## config.mk

```make
export PLATFORM = sky130hd
export DESIGN_NAME = pipe_fwd_regs
export DESIGN_NICKNAME = d
export VERILOG_FILES = /design/src/rtl/pipe_fwd_regs_pkg.sv /design/src/rtl/pipe_fwd_regs_fwd_mux4.sv /design/src/rtl/pipe_fwd_regs.sv
export SDC_FILE = /design/constraint.sdc
export NUM_CORES = 1
export LEC_CHECK = 0
export ABC_AREA = 1
export CAP_MARGIN = 5
export CORE_MARGIN = 5
export CORE_UTILIZATION = 45
export CTS_CLUSTER_SIZE = 30
export DETAILED_ROUTE_END_ITERATION = 12
export HOLD_SLACK_MARGIN = 0.03
export PLACE_DENSITY = 0.84
export SLEW_MARGIN = 30
export SYNTH_ARGS = -nofsm -noshare
export SYNTH_HDL_FRONTEND = slang
export SYNTH_SLANG_ARGS = --single-unit
```

## constraint.sdc

```tcl
create_clock -name clk -period 2.15 [get_ports clk]
set_input_delay 0.645 -clock clk [delete_from_list [all_inputs] [get_ports clk]]
set_output_delay 0.645 -clock clk [all_outputs]
set_load 0.02 [all_outputs]
```

## src/rtl/pipe_fwd_regs_pkg.sv

```systemverilog
// pipe_fwd_regs_pkg
//   Constants shared by the pipeline-register/forwarding block and the
//   hazard detection unit: datapath width, hazard optype encodings and
//   operand forward-select codes. Both blocks must agree on these values.
package pipe_fwd_regs_pkg;

    localparam int XLEN = 32;

    // Hazard optype of the instruction occupying a stage.
    localparam logic [1:0] OP_NONE  = 2'd0;
    localparam logic [1:0] OP_ALU   = 2'd1;
    localparam logic [1:0] OP_LOAD  = 2'd2;
    localparam logic [1:0] OP_STORE = 2'd3;

    // Operand source select driven by the hazard unit.
    localparam logic [1:0] FWD_RF   = 2'd0;
    localparam logic [1:0] FWD_EXE  = 2'd1;
    localparam logic [1:0] FWD_MEM  = 2'd2;
    localparam logic [1:0] FWD_LOAD = 2'd3;

    // Instructions that write the register file (and can act as forwarding
    // sources). Bubbles and stores never do.
    function automatic logic op_writes_rd(input logic [1:0] op);
        return (op == OP_ALU) || (op == OP_LOAD);
    endfunction

endpackage

```

## src/rtl/pipe_fwd_regs_fwd_mux4.sv

```systemverilog
// fwd_mux4
//   4:1 operand mux selecting between register-file data and the three
//   forwarding sources.
//   Ports:
//     sel      in  2     FWD_RF / FWD_EXE / FWD_MEM / FWD_LOAD
//     in_rf    in  XLEN  register-file read data
//     in_exe   in  XLEN  ALU result of the instruction in EXE
//     in_mem   in  XLEN  registered ALU result of the instruction in MEM
//     in_load  in  XLEN  load data of the instruction in MEM
//     out      out XLEN  selected operand
module fwd_mux4
    import pipe_fwd_regs_pkg::*;
#(
    parameter int W = 32
) (
    input  logic [1:0]   sel,
    input  logic [W-1:0] in_rf,
    input  logic [W-1:0] in_exe,
    input  logic [W-1:0] in_mem,
    input  logic [W-1:0] in_load,
    output logic [W-1:0] out
);

    always_comb begin
        out = in_rf;
        case (sel)
            FWD_RF:   out = in_rf;
            FWD_EXE:  out = in_exe;
            FWD_MEM:  out = in_mem;
            FWD_LOAD: out = in_load;
            default:  out = in_rf;
        endcase
    end

endmodule

```

## src/rtl/pipe_fwd_regs.sv

```systemverilog
// pipe_fwd_regs
//   ID/EX, EX/MEM and MEM/WB pipeline registers plus operand forwarding for
//   the 5-stage RV32 core. Applies the hazard unit's enable/flush controls,
//   resolves forward selects into operand values and publishes the per-stage
//   rd/rs2/optype values the hazard unit compares against.
//
//   Ports:
//     clk, rst                 clock, synchronous active-low reset
//     rd_ID, rs2_ID            ID destination / rs2 index
//     hazard_optype_ID         ID optype (NONE/ALU/LOAD/STORE)
//     rs1_data_ID, rs2_data_ID register-file read data
//     forward_ctrl_A/B         operand forward selects
//     forward_ctrl_ls          load-to-store data forward select
//     reg_DE_EN/flush          ID/EX controls
//     reg_EM_EN/flush          EX/MEM controls
//     reg_MW_EN                MEM/WB enable
//     alu_res_EXE              combinational ALU result in EXE
//     load_data_MEM            combinational load data in MEM
//     rd_EXE/MEM/WB, rs2_EXE   per-stage indices
//     hazard_optype_EXE/MEM    sanitized per-stage optype
//     rs1_val_EXE, rs2_val_EXE forwarded operands
//     alu_res_MEM              registered ALU result
//     store_data_MEM           store write data
//     wb_en_WB, wb_data_WB     register-file write port
//
//   Optional feature (macro PIPE_PERF_CNT_EN):
//     stall_cnt_o   saturating count of cycles with reg_DE_flush=1
//     retire_cnt_o  saturating count of cycles with a write-back or a
//                   STORE in MEM
module pipe_fwd_regs
    import pipe_fwd_regs_pkg::*;
#(
    parameter int DW    = pipe_fwd_regs_pkg::XLEN,
    parameter int CNT_W = 32
) (
    input  logic          clk,
    input  logic          rst,
    input  logic [4:0]    rd_ID,
    input  logic [4:0]    rs2_ID,
    input  logic [1:0]    hazard_optype_ID,
    input  logic [DW-1:0] rs1_data_ID,
    input  logic [DW-1:0] rs2_data_ID,
    input  logic [1:0]    forward_ctrl_A,
    input  logic [1:0]    forward_ctrl_B,
    input  logic          forward_ctrl_ls,
    input  logic          reg_DE_EN,
    input  logic          reg_DE_flush,
    input  logic          reg_EM_EN,
    input  logic          reg_EM_flush,
    input  logic          reg_MW_EN,
    input  logic [DW-1:0] alu_res_EXE,
    input  logic [DW-1:0] load_data_MEM,
    output logic [4:0]    rd_EXE,
    output logic [4:0]    rd_MEM,
    output logic [4:0]    rd_WB,
    output logic [4:0]    rs2_EXE,
    output logic [1:0]    hazard_optype_EXE,
    output logic [1:0]    hazard_optype_MEM,
    output logic [DW-1:0] rs1_val_EXE,
    output logic [DW-1:0] rs2_val_EXE,
    output logic [DW-1:0] alu_res_MEM,
    output logic [DW-1:0] store_data_MEM,
    output logic          wb_en_WB,
`ifdef PIPE_PERF_CNT_EN
    output logic [CNT_W-1:0] stall_cnt_o,
    output logic [CNT_W-1:0] retire_cnt_o,
`endif
    output logic [DW-1:0] wb_data_WB
);

    localparam int NUM_OPND = 2;  // index 0 = A/rs1, 1 = B/rs2

    // ---------------- operand select (ID) ----------------
    logic [NUM_OPND-1:0][1:0]    fwd_sel;
    logic [NUM_OPND-1:0][DW-1:0] rf_data;
    logic [NUM_OPND-1:0][DW-1:0] opnd_id;

    // ---------------- stage registers ----------------
    logic [4:0]                  rd_exe_q,  rd_exe_d;
    logic [4:0]                  rs2_exe_q, rs2_exe_d;
    logic [1:0]                  op_exe_q,  op_exe_d;
    logic [NUM_OPND-1:0][DW-1:0] opnd_exe_q, opnd_exe_d;

    logic [4:0]                  rd_mem_q,  rd_mem_d;
    logic [1:0]                  op_mem_q,  op_mem_d;
    logic [DW-1:0]               alu_mem_q, alu_mem_d;
    logic [DW-1:0]               st_mem_q,  st_mem_d;

    logic [4:0]                  rd_wb_q,   rd_wb_d;
    logic                        wben_wb_q, wben_wb_d;
    logic [DW-1:0]               wbd_wb_q,  wbd_wb_d;

    logic [1:0]                  op_id_san;

    assign fwd_sel = {forward_ctrl_B, forward_ctrl_A};
    assign rf_data = {rs2_data_ID, rs1_data_ID};

    // MEM-stage forwarding uses the registered ALU result already held here.
    for (genvar g = 0; g < NUM_OPND; g++) begin : g_opnd
        fwd_mux4 #(.W(DW)) u_fwd (
            .sel     (fwd_sel[g]),
            .in_rf   (rf_data[g]),
            .in_exe  (alu_res_EXE),
            .in_mem  (alu_mem_q),
            .in_load (load_data_MEM),
            .out     (opnd_id[g])
        );
    end

    // A write to x0 is demoted to a bubble so it can never be selected as a
    // forwarding source nor written back. Stores have no rd and pass as-is.
    always_comb begin
        op_id_san = hazard_optype_ID;
        if (rd_ID == 5'd0 && op_writes_rd(hazard_optype_ID))
            op_id_san = OP_NONE;
    end

    // ID/EX: flush beats hold, hold beats load.
    always_comb begin
        rd_exe_d   = rd_exe_q;
        rs2_exe_d  = rs2_exe_q;
        op_exe_d   = op_exe_q;
        opnd_exe_d = opnd_exe_q;
        if (reg_DE_flush) begin
            rd_exe_d   = '0;
            rs2_exe_d  = '0;
            op_exe_d   = OP_NONE;
            opnd_exe_d = '0;
        end else if (reg_DE_EN) begin
            rd_exe_d   = rd_ID;
            rs2_exe_d  = rs2_ID;
            op_exe_d   = op_id_san;
            opnd_exe_d = opnd_id;
        end
    end

    // EX/MEM: same priority. Store data may come from a load that is in MEM
    // right now (load immediately followed by a dependent store).
    always_comb begin
        rd_mem_d  = rd_mem_q;
        op_mem_d  = op_mem_q;
        alu_mem_d = alu_mem_q;
        st_mem_d  = st_mem_q;
        if (reg_EM_flush) begin
            rd_mem_d  = '0;
            op_mem_d  = OP_NONE;
            alu_mem_d = '0;
            st_mem_d  = '0;
        end else if (reg_EM_EN) begin
            rd_mem_d  = rd_exe_q;
            op_mem_d  = op_exe_q;
            alu_mem_d = alu_res_EXE;
            st_mem_d  = forward_ctrl_ls ? load_data_MEM : opnd_exe_q[1];
        end
    end

    // MEM/WB: no flush, only hold.
    always_comb begin
        rd_wb_d   = rd_wb_q;
        wben_wb_d = wben_wb_q;
        wbd_wb_d  = wbd_wb_q;
        if (reg_MW_EN) begin
            rd_wb_d   = rd_mem_q;
            wben_wb_d = op_writes_rd(op_mem_q);
            wbd_wb_d  = (op_mem_q == OP_LOAD) ? load_data_MEM : alu_mem_q;
        end
    end

    always_ff @(posedge clk) begin
        if (!rst) begin
            rd_exe_q   <= '0;
            rs2_exe_q  <= '0;
            op_exe_q   <= OP_NONE;
            opnd_exe_q <= '0;
            rd_mem_q   <= '0;
            op_mem_q   <= OP_NONE;
            alu_mem_q  <= '0;
            st_mem_q   <= '0;
            rd_wb_q    <= '0;
            wben_wb_q  <= 1'b0;
            wbd_wb_q   <= '0;
        end else begin
            rd_exe_q   <= rd_exe_d;
            rs2_exe_q  <= rs2_exe_d;
            op_exe_q   <= op_exe_d;
            opnd_exe_q <= opnd_exe_d;
            rd_mem_q   <= rd_mem_d;
            op_mem_q   <= op_mem_d;
            alu_mem_q  <= alu_mem_d;
            st_mem_q   <= st_mem_d;
            rd_wb_q    <= rd_wb_d;
            wben_wb_q  <= wben_wb_d;
            wbd_wb_q   <= wbd_wb_d;
        end
    end

`ifdef PIPE_PERF_CNT_EN
    logic [CNT_W-1:0] stall_cnt_q,  stall_cnt_d;
    logic [CNT_W-1:0] retire_cnt_q, retire_cnt_d;

    // Both counters stick at all-ones instead of wrapping.
    always_comb begin
        stall_cnt_d  = stall_cnt_q;
        retire_cnt_d = retire_cnt_q;
        if (reg_DE_flush && stall_cnt_q != '1)
            stall_cnt_d = stall_cnt_q + 1'b1;
        if ((wben_wb_q || op_mem_q == OP_STORE) && retire_cnt_q != '1)
            retire_cnt_d = retire_cnt_q + 1'b1;
    end

    always_ff @(posedge clk) begin
        if (!rst) begin
            stall_cnt_q  <= '0;
            retire_cnt_q <= '0;
        end else begin
            stall_cnt_q  <= stall_cnt_d;
            retire_cnt_q <= retire_cnt_d;
        end
    end

    assign stall_cnt_o  = stall_cnt_q;
    assign retire_cnt_o = retire_cnt_q;
`endif

    assign rd_EXE            = rd_exe_q;
    assign rs2_EXE           = rs2_exe_q;
    assign hazard_optype_EXE = op_exe_q;
    assign rs1_val_EXE       = opnd_exe_q[0];
    assign rs2_val_EXE       = opnd_exe_q[1];
    assign rd_MEM            = rd_mem_q;
    assign hazard_optype_MEM = op_mem_q;
    assign alu_res_MEM       = alu_mem_q;
    assign store_data_MEM    = st_mem_q;
    assign rd_WB             = rd_wb_q;
    assign wb_en_WB          = wben_wb_q;
    assign wb_data_WB        = wbd_wb_q;

endmodule
```

==> results.sh <==
export IMPL_crit_reg2reg_capture="wb_data_WB[6]"
export IMPL_finalHoldViolations=0
export IMPL_vias=11000
export IMPL_numClockSinks=185
export IMPL_postRouteWirelength_mm=38.3
export IMPL_post_route_cell_area_um2=13800
export IMPL_cts_buffers=17
export IMPL_postSynthRegisterBits=185
export IMPL_register_cell_area_after_layout_um2=3700
export IMPL_grt_pass1_wl_mm=58.6
export IMPL_floorplan_core_area_um2=20400
export IMPL_critical_path_startpoint_category="flip-flop"
export IMPL_critical_path_cell_chain="clkdlybuf4s50_1"
export IMPL_final_fill_count=1721
export IMPL_layout_cells_sized_above_1_pct=6.57
export IMPL_synth_area_per_cell_um2=6.67
export IMPL_combined_area_of_the_multi_input_logic_cells_um2=4550
export IMPL_top_level_ports=337
export IMPL_synth_area_leaders="dfxtp_1 (40%), nand2_1 (16%), nand3_1 (11%)"
export IMPL_crit_start="rs2_val_EXE[25]"
export IMPL_hold_startpoint="rs2_EXE[1]"
export IMPL_netlist_area_pre_place_um2=9370
export IMPL_timing_slew_headroom_pct=42.5
export IMPL_fin_worst_hold_slack_ps=461
export IMPL_cap_violations=0
export IMPL_yosysMostFrequentCell="nand2_1"
export IMPL_detail_route_first_pass_iterations=8
export IMPL_r2r_cells=8
export IMPL_share_of_the_cycle_needed_by_the_critical_path_after_routing_pct=99.6
export IMPL_power_static_leakage_nw=6.21
export IMPL_synth_cell_type_count=20
export IMPL_timing_critical_path_buf_inv=1
export IMPL_buffer_ports_inserted=336
export IMPL_drc_errors=0
export IMPL_r2r_setup_slack_ps=450
export IMPL_final_net_count=1860
export IMPL_ctsHtreeMaxLevel=4
export IMPL_finalCoreUtilization_pct=67.5
export IMPL_cts_buffer_depth=2
export IMPL_max_clock_freq_mhz=467
export IMPL_cts_root_buf="clkbuf_16"
export IMPL_cell_count_of_the_worst_hold_path=2
export IMPL_dpl_instance_area_um2=13100
export IMPL_grt_overflow=0
export IMPL_grt_start_max_net_pins=73
export IMPL_crit_path_max_fanout=3
export IMPL_initial_utilization_pct=46.0
export IMPL_drt_antenna_violating_nets=0
export IMPL_finalWeightedCongestion=0.911
export IMPL_critical_path_max_stage_delay_ps=670
export IMPL_chipHeight_um=154
export IMPL_peak_supply_drop_mv=0.532
export IMPL_routed_wire_length_per_instance_um=19.2
export IMPL_synth_seq_area_share_pct=39.5
export IMPL_fraction_of_registers_with_async_set_reset_pct=0
export IMPL_setup_total_negative_slack_ps=0
export IMPL_finalWorstPathRequiredPeriod_ps=2140
export IMPL_viasPerCell=5.54
export IMPL_status="complete, no violations"
export IMPL_cp_top_family="buffers and inverters"
export IMPL_cp_data_required_time_ps=1500
export IMPL_dpl_hpwl_mm=27.6
export IMPL_count_of_flip_flops_with_a_built_in_enable_after_synthesis=0
export IMPL_critical_path_endpoint_type="output pin"
export IMPL_netlist_top_cells_count="nand2_1 (408), nand3_1 (203), dfxtp_1 (185)"
export IMPL_crit_type="flip-flop to output pin"
export IMPL_power_density_cell_area_nw_per_um2=633
export IMPL_antenna_found_initial=2
export IMPL_tightest_slew_ps=861
export IMPL_library_cell_with_the_largest_summed_area_after_synthesis="dfxtp_1"
export IMPL_yosys_warnings=0
export IMPL_grt_pass1_vias=10500
export IMPL_layout_stage_area_growth_over_the_synthesis_result_pct=46.8
export IMPL_min_delay_worst_endpoint="rs2_EXE[1]"
export IMPL_rsz0062_at_grt="no"
export IMPL_die_area_um2=23800
export IMPL_arrival_ps=1500
export IMPL_worstSkewPairLatency_ps=430
export IMPL_mappedNetlistNets=1557
export IMPL_critical_path_top_delay_cell="clkdlybuf4s50_1"
export IMPL_clock_skew_final_ps=10.4
export IMPL_min_delay_path_class="flip-flop to flip-flop"
export IMPL_rr_startpoint="hazard_optype_MEM[0]"
export IMPL_chipWidth_um=154
export IMPL_worst_setup_hold_path_clk_slew_ps=70
export IMPL_track_usage_pct=30.7
export IMPL_drv_slew=0
export IMPL_detail_route_iter0_violations=802
export IMPL_num_rows=52
export IMPL_cts_tree="yes"
export IMPL_synth_top_area_share_pct=39.5
export IMPL_synth_top_flop_cell="dfxtp_1"
export IMPL_finalSetupViolations=0
export IMPL_post_synth_inst_count=1404
## area by class of cell
cell class                 instances  area share, %
inverter                         152           4.17
tap                              270           2.46
clock buffer                      18           3.19
multi-input combinational        955           33.1
sequential                       185           26.9
clock inverter                    13           1.20
antenna                            2         0.0364
timing repair buffer             396           28.9
## worst max path at each step
stage,cells past startpoint,end
floorplan,7,rs1_val_EXE[10]
global placement,9,rs2_val_EXE[11]
detailed placement,9,rs2_val_EXE[16]
CTS,1,alu_res_MEM[5]
global route,1,rs2_val_EXE[25]
finish,1,rs2_val_EXE[25]
## what timing repair did
item	4_1_cts	5_1_grt
hold buffers	0	0
hold endpoints to repair	0	0
endpoints found under the setup margin	12	14
pin swaps	0	0
setup buffers	0	0
resized for setup	12	14
## sequential cells by signal, indices dropped and copies added, names as in the netlist
| signal | count |
|---|---|
| rd_MEM | 5 |
| hazard_optype_MEM | 2 |
| rd_EXE | 5 |
| store_data_MEM | 32 |
| rd_WB | 5 |
| wb_en_WB | 1 |
| rs1_val_EXE | 32 |
| rs2_val_EXE | 32 |
| alu_res_MEM | 32 |
| rs2_EXE | 5 |
| hazard_optype_EXE | 2 |
| wb_data_WB | 32 |
## metrics by stage
step                      worst slack (ps)  instances  total power [mW]
after floorplan                        633       1404              4.56
after global placement                77.6       1958              5.44
after detailed placement              28.8       1958              5.47
after CTS                            0.761       1989              8.72
after global routing                  2.07       1991              9.02
final                                 8.24       1991              8.71
## metal layers
metal | vias to the layer above | global-route usage (%) | share of wire [%]
met1 | 5086 | 39.0 | 39
li1 | 5190 | - | -
met5 | - | 0 | 0
met2 | 647 | 49.9 | 46
met3 | 117 | 6.93 | 11
met4 | 0 | 13.8 | 4.5
## kinds of logic after synthesis
group | synth area share (%)
compound gates | 19.0
buf+inv | 11.9
simple gates | 29.4
flops | 39.5
fa+ha+maj | 0.134
## layout by cell type (no fill, tap or decap), types with 17 or more instances in the layout
cell type | Yosys | routed
o211ai_1 | 64 | 64
nor2_1 | 30 | 30
o21ai_0 | 18 | 18
clkdlybuf4s50_1 | 0 | 303
a21oi_1 | 163 | 163
clkbuf_16 | 0 | 17
inv_1 | 145 | 142
nand3_1 | 203 | 203
buf_4 | 6 | 47
dfxtp_1 | 185 | 185
nand2_1 | 408 | 408
o21bai_1 | 52 | 52
## where the power goes
| group | internal [mW] | switching, mW | total (mW) | leakage, nW |
|---|---|---|---|---|
| sequential | 3.56 | 0.0979 | 3.66 | 1.51 |
| clock | 1.87 | 1.43 | 3.30 | 0.297 |
| combinational | 0.779 | 0.973 | 1.75 | 4.40 |
Note: power is estimated with default switching activity, not from simulation.
